--- config.mk ---
export PLATFORM = sky130hd
export DESIGN_NAME = piso_serializer
export DESIGN_NICKNAME = d
export VERILOG_FILES = /design/src/rtl/serializer_pkg.sv /design/src/rtl/piso_bit_counter.sv /design/src/rtl/piso_serializer.sv
export SDC_FILE = /design/constraint.sdc
export NUM_CORES = 1
export LEC_CHECK = 0
export CAP_MARGIN = 40
export CORE_UTILIZATION = 49
export CTS_CLUSTER_DIAMETER = 60
export DETAILED_ROUTE_END_ITERATION = 8
export GPL_TIMING_DRIVEN = 0
export PLACE_DENSITY = 0.78
export SETUP_SLACK_MARGIN = 0.02
export SLEW_MARGIN = 20
export SYNTH_ARGS = -nofsm -noshare
export SYNTH_HDL_FRONTEND = slang
export SYNTH_SLANG_ARGS = --single-unit
export TNS_END_PERCENT = 20
--- constraint.sdc ---
create_clock -name clk -period 2.4 [get_ports clk]
set_clock_uncertainty 0.15 [all_clocks]
set_input_delay 0.36 -clock clk [delete_from_list [all_inputs] [get_ports clk]]
set_output_delay 0.36 -clock clk [all_outputs]
set_load 0.05 [all_outputs]
--- src/rtl/serializer_pkg.sv ---
// serializer_pkg: shared state type and frame length helper for piso_serializer
package serializer_pkg;
  typedef enum logic {IDLE, SHIFT} ser_state_t;
  function automatic int frame_len(input int width);
`ifdef PARITY_EN
    return width + 1;
`else
    return width;
`endif
  endfunction
endpackage

--- src/rtl/piso_bit_counter.sv ---
// piso_bit_counter: frame bit counter with clear, increment and terminal-count flag
module piso_bit_counter #(
  parameter int CW   = 4,
  parameter int LAST = 7
) (
  input  logic clk,
  input  logic reset,
  input  logic clr,
  input  logic inc,
  output logic tc
);
  logic [CW-1:0] cnt_q, cnt_d;
  always_comb cnt_d = clr ? '0 : inc ? cnt_q + 1'b1 : cnt_q;
  always_ff @(posedge clk) cnt_q <= reset ? '0 : cnt_d;
  assign tc = cnt_q == CW'(LAST);
endmodule

--- src/rtl/piso_serializer.sv ---
// piso_serializer: valid/ready parallel-in, one-bit-per-clock serial-out transmitter
// Define PARITY_EN to append an even-parity bit after the last data bit of each frame.
module piso_serializer
  import serializer_pkg::*;
#(
  parameter int WIDTH     = 8,
  parameter int MSB_FIRST = 1
) (
  input  logic             clk,
  input  logic             reset,
  input  logic [WIDTH-1:0] load_data,
  input  logic             load_valid,
  output logic             load_ready,
  output logic             ser_out,
  output logic             ser_valid,
  output logic             ser_last,
  output logic             busy
);
  localparam int FL = frame_len(WIDTH);
  localparam int CW = $clog2(WIDTH + 1);
  ser_state_t state_q, state_d;
  logic [WIDTH-1:0] shreg_q, shreg_d;
  logic shift, tc, accept, data_bit;
  assign shift      = state_q == SHIFT;
  assign ser_last   = shift && tc;
  assign load_ready = !shift || ser_last;
  assign accept     = load_valid && load_ready;
  assign ser_valid  = shift;
  assign busy       = shift;
  assign data_bit   = MSB_FIRST != 0 ? shreg_q[WIDTH-1] : shreg_q[0];
  always_comb begin
    state_d = accept ? SHIFT : ser_last ? IDLE : state_q;
    shreg_d = accept ? load_data : !shift ? shreg_q : MSB_FIRST != 0 ? shreg_q << 1 : shreg_q >> 1;
  end
  always_ff @(posedge clk) begin
    if (reset) begin
      state_q <= IDLE;
      shreg_q <= '0;
    end else begin
      state_q <= state_d;
      shreg_q <= shreg_d;
    end
  end
`ifdef PARITY_EN
  logic par_q, par_d;
  always_comb par_d = accept ? ^load_data : par_q;
  always_ff @(posedge clk) par_q <= reset ? 1'b0 : par_d;
  // terminal count is the appended parity slot
  assign ser_out = shift && (tc ? par_q : data_bit);
`else
  assign ser_out = shift && data_bit;
`endif
  piso_bit_counter #(.CW(CW), .LAST(FL - 1)) u_cnt (
    .clk   (clk),
    .reset (reset),
    .clr   (ser_last),
    .inc   (shift && !tc),
    .tc    (tc)
  );
endmodule
# After elaboration in Yosys (flattened, before gate mapping)
# Cells that the tools add are included.
[totals]
reg_bits = 13
input_bits = 11
out_inout_bits = 5
elab_cells = 19
[classes]
addsub = 1
n_eq_ne = 1
muxes = 4
n_reduce_logical = 10
[op_table]
columns = ["cell", "count"]
rows = [
  ["8-bit 2-to-1 mux", 2],
  ["4-bit by 1-bit adder with 4-bit output (second input constant)", 1],
  ["4-bit by 3-bit equality test with 1-bit output (second input constant)", 1],
  ["1-bit logical AND", 4],
  ["2-bit nonzero test", 2],
  ["1-bit zero test", 2],
  ["1-bit 2-to-1 mux", 2],
  ["2-bit OR reduction", 1],
  ["1-bit logical OR", 1],
]

# Logic depth before layout (Yosys ltp)
[logic_depth]
word_depth = 5
mapped_depth = 5
depth_no_buf = 4

# Hierarchy
# Synthesis repeated with hierarchy kept, for this count alone.
[hier_totals]
cells_unflattened = 71
area_unflattened_um2 = 648.1
[modules_own_cells]
columns = ["module", "instances", "cells_per_inst", "area_per_inst_um2", "seq_area_each_um2"]
rows = [
  ["piso_serializer", 1, 52, 462.9, 180.2],
  ["piso_bit_counter", 1, 19, 185.2, 80.1],
]

# Least setup slack after synthesis
# OpenSTA, ideal clock, no wires.
[synth_path]
kind = "register to output"
start = "reg state_q (netlist: busy)"
end = "out ser_last"
arrival_ns = 1.602
required_ns = 1.890
slack_ns = 0.288
stages_incl_launch_ff = 4
n_path_buf = 1
path_cell_list = "dfxtp_1 > buf_4 > inv_2 > nor2_1"
[synth_via]
elab_chain_cells = 1
[synth_lines]
columns = ["element", "line", "source"]
rows = [
  ["from (decl)", "piso_serializer.sv:21", "ser_state_t state_q, state_d;"],
  ["from (signal assigned)", "piso_serializer.sv:40", "state_q <= state_d;"],
  ["1-bit logical AND", "piso_serializer.sv:25", "assign ser_last = shift && tc;"],
  ["to (decl)", "piso_serializer.sv:16", "output logic ser_last,"],
]
# Every way passes these cells.

# Final worst setup path
[layout_path]
start = "reg state_q (netlist: busy)"
end = "out ser_out"
[layout_via]
elab_chain_cells = 1
[layout_lines]
columns = ["element", "line", "source"]
rows = [
  ["1-bit logical AND", "piso_serializer.sv:51", "assign ser_out = shift && data_bit;"],
  ["to (decl)", "piso_serializer.sv:14", "output logic ser_out,"],
]
# Every way passes these cells.

==> metrics <==
critical-path cell list=buf_4, buf_2, and2_1, dlygate4sd2_1; Pwr Total=0.493 mW; library cells used by synthesis=28; Sink Count=13; hold crit path type=reg2reg; fmax=459 MHz; total CTS buffers=3; worst-path fanout max=10; mean area per synthesized cell=9.18 um2; fillers=108; DR WL/cell=14.3 um; Vias/cell=5.86; DRT iter0 DRCs=15; post-route setup TNS=0 ns; Maximum Capacitance Violations=0; critical path type=reg2out; Vias=662; Die X=40.7 um; status=completed; Syn Inst Count=80; die height=40.7 um; Worst Tran Pin Value=0.490 ns; gr usage total=0.221; first-pass iteration count of the detailed router=4; IO Count=16; CP startpoint kind=flop; Starting Density=0.544; synthesis-stage register bit count=13; Required @ worst endpoint=1.89 ns; RSZ-0062 raised after global routing=false; vias in the first global route=569; final non-filler cell area=908 um2; Clock H-tree levels=1; ANT nets after route=0; Clock Tree Buf Depth=2; row count=13; clock transition at the registers of the reported paths=0.07 ns; Hold Buf Count CTS=0; Tcrit/Tclk final=0.908; VDD IR max=0.000331 V; Main synth FF type=dfxtp_1; dpl hpwl=1130 um; Ys Warns=0; Worst setup EP type=output port; Seq/Total Area, Yosys=0.354; Finish-stage setup viols=0; Core ar.=1350 um2; Post-synth ARST share=0; routability cong.=0.799; critical path's slowest cell=dlygate4sd2_1; arrival time worst endpoint=1.67 ns; Netlist Area Pre-Place=734 um2; share of cells above drive strength 1=0.153; Rel. slew slack=0.672; final hold vios=0; Die ar.=1660 um2; port bufs=14; CTS tree=built; Layout Nets=111; minimum clock period=2.18 ns; diode count=0; synthesis-to-layout area growth=23.7%; largest net degree at the start of global routing=11; initial antenna violation count=0; clock root buffer=clkbuf_4; power per cell area=543 nW/um2; global route total overflow=0; worst reg-to-reg setup slack=0.83 ns; max incr delay on CP=0.52 ns; largest delay contributor family on the critical path=buffers and inverters; DRT Wirelength=1610 um; EDFF count, synth=0; Placement Cell Area=893 um2; Worst-Skew Late Latency=0.28 ns; first-pass GRT wire length=2430 um; Max Slew Vio Count=0; Buf/Inv on CP=3; Leak=0.414 nW; Residual DRC=0; Fin Hold WS=0.327 ns; Syn Nets=92
## tightest hold or removal path, delay by kind of cell (launching register included)
family             cells  cell delay (ns)
AOI/OAI and AO/OA      1             0.05
DFF                    1             0.33
and+or+nand+nor        1             0.06
## power by group
part | internal [mW] | switching [mW]
clock network | 0.0645 | 0.0729
logic | 0.0564 | 0.0582
registers | 0.230 | 0.0108
## area by class of cell
| cell class | instances | area (um2) | area share |
|---|---|---|---|
| Multi-Input combinational cell | 60 | 420 | 0.463 |
| Sequential cell | 13 | 260 | 0.287 |
| Timing Repair Buffer | 14 | 129 | 0.142 |
| Buffer | 6 | 50.0 | 0.0551 |
| Clock buffer | 4 | 26.3 | 0.0289 |
| Tap cell | 15 | 18.8 | 0.0207 |
| Inverter | 1 | 3.75 | 0.00413 |
## kinds of logic (layout without fill, tap and decap cells)
logic type               count (synthesis)  count (layout)  share of synthesized area
AND/OR/NAND/NOR                         26              26                      0.186
AO/OA/AOI/OAI                           24              24                      0.247
flip-flops                              13              13                      0.354
multiplexers                             8               8                      0.111
buffers and inverters                    7              25                     0.0732
adder cells (fa/ha/maj)                  1               1                     0.0170
XOR/XNOR                                 1               1                     0.0119
## layer usage
metal | part of all wire | routed length, um | vias to the layer above | track usage
met3 | 0.036 | 58 | 8 | 0.0380
met1 | 0.47 | 765 | 305 | 0.295
met5 | 0 | 0 | - | 0
met4 | 0.029 | 46 | 0 | 0.142
li1 | - | - | 333 | -
met2 | 0.46 | 742 | 16 | 0.325
## cell usage in the layout, fill, tap and decap left out
cell	synthesis	layout
clkbuf_1	1	2
dlygate4sd2_1	0	1
and3b_1	1	1
buf_4	2	2
mux2i_1	7	7
xor2_1	1	1
buf_8	1	1
a2bb2oi_1	5	5
a21oi_1	10	10
and2_1	1	1
nor2b_1	2	2
clkdlybuf4s50_1	0	11
clkbuf_2	0	2
nand3_1	2	2
nand3b_1	1	1
inv_2	1	1
nor3b_1	2	2
nand2_2	1	1
or3_1	1	1
mux2_2	1	1
buf_2	1	1
clkbuf_4	0	3
buf_6	1	1
o221a_2	2	2
nand2_1	4	4
a211oi_1	2	2
dfxtp_1	13	13
nor2_1	9	9
nand4_1	1	1
o211a_1	5	5
nand4b_1	1	1
ha_1	1	1
## registers in the layout, indices dropped and copies added (netlist names)
signal       cells
busy             1
shreg_q          8
u_cnt.cnt_q      4
## final timing paths
check                           depth (start not counted)        endpoint           start
worst max-delay path                                    4         ser_out            busy
worst min register to register                          2  u_cnt.cnt_q[1]  u_cnt.cnt_q[1]
worst max register to register                          3      shreg_q[1]  u_cnt.cnt_q[0]
worst min-delay path                                    2  u_cnt.cnt_q[1]  u_cnt.cnt_q[1]
## timing repair
item,4_1_cts,5_1_grt
endpoints found under the setup margin,3,2
buffers inserted,0,0
hold endpoints to repair,0,0
cloned,0,0
resized for setup,4,3
## synth_stat cells (all sizes together), types with 2 or more instances
cell     instances  area, um2
dfxtp           13        260
a21oi           10       50.1
nor2             9       33.8
mux2i            7       70.1
a2bb2oi          5       43.8
buf              5       46.3
nand2            5       21.3
o211a            5       50.1
a211oi           2       15.0
nand3            2       10.0
nor2b            2       12.5
nor3b            2       15.0
o221a            2       22.5
## metrics by stage
step | util | instances | setup WS, ns
5_1_grt | 0.673 | 113 | 0.118
3_5_place_dp | 0.662 | 109 | 0.0444
4_1_cts | 0.679 | 113 | 0.0347
2_1_floorplan | - | 80 | 0.288
6_report | 0.673 | 113 | 0.220
3_3_place_gp | 0.662 | 109 | 0.0588
No activity file was read; power rests on OpenSTA's default activity.
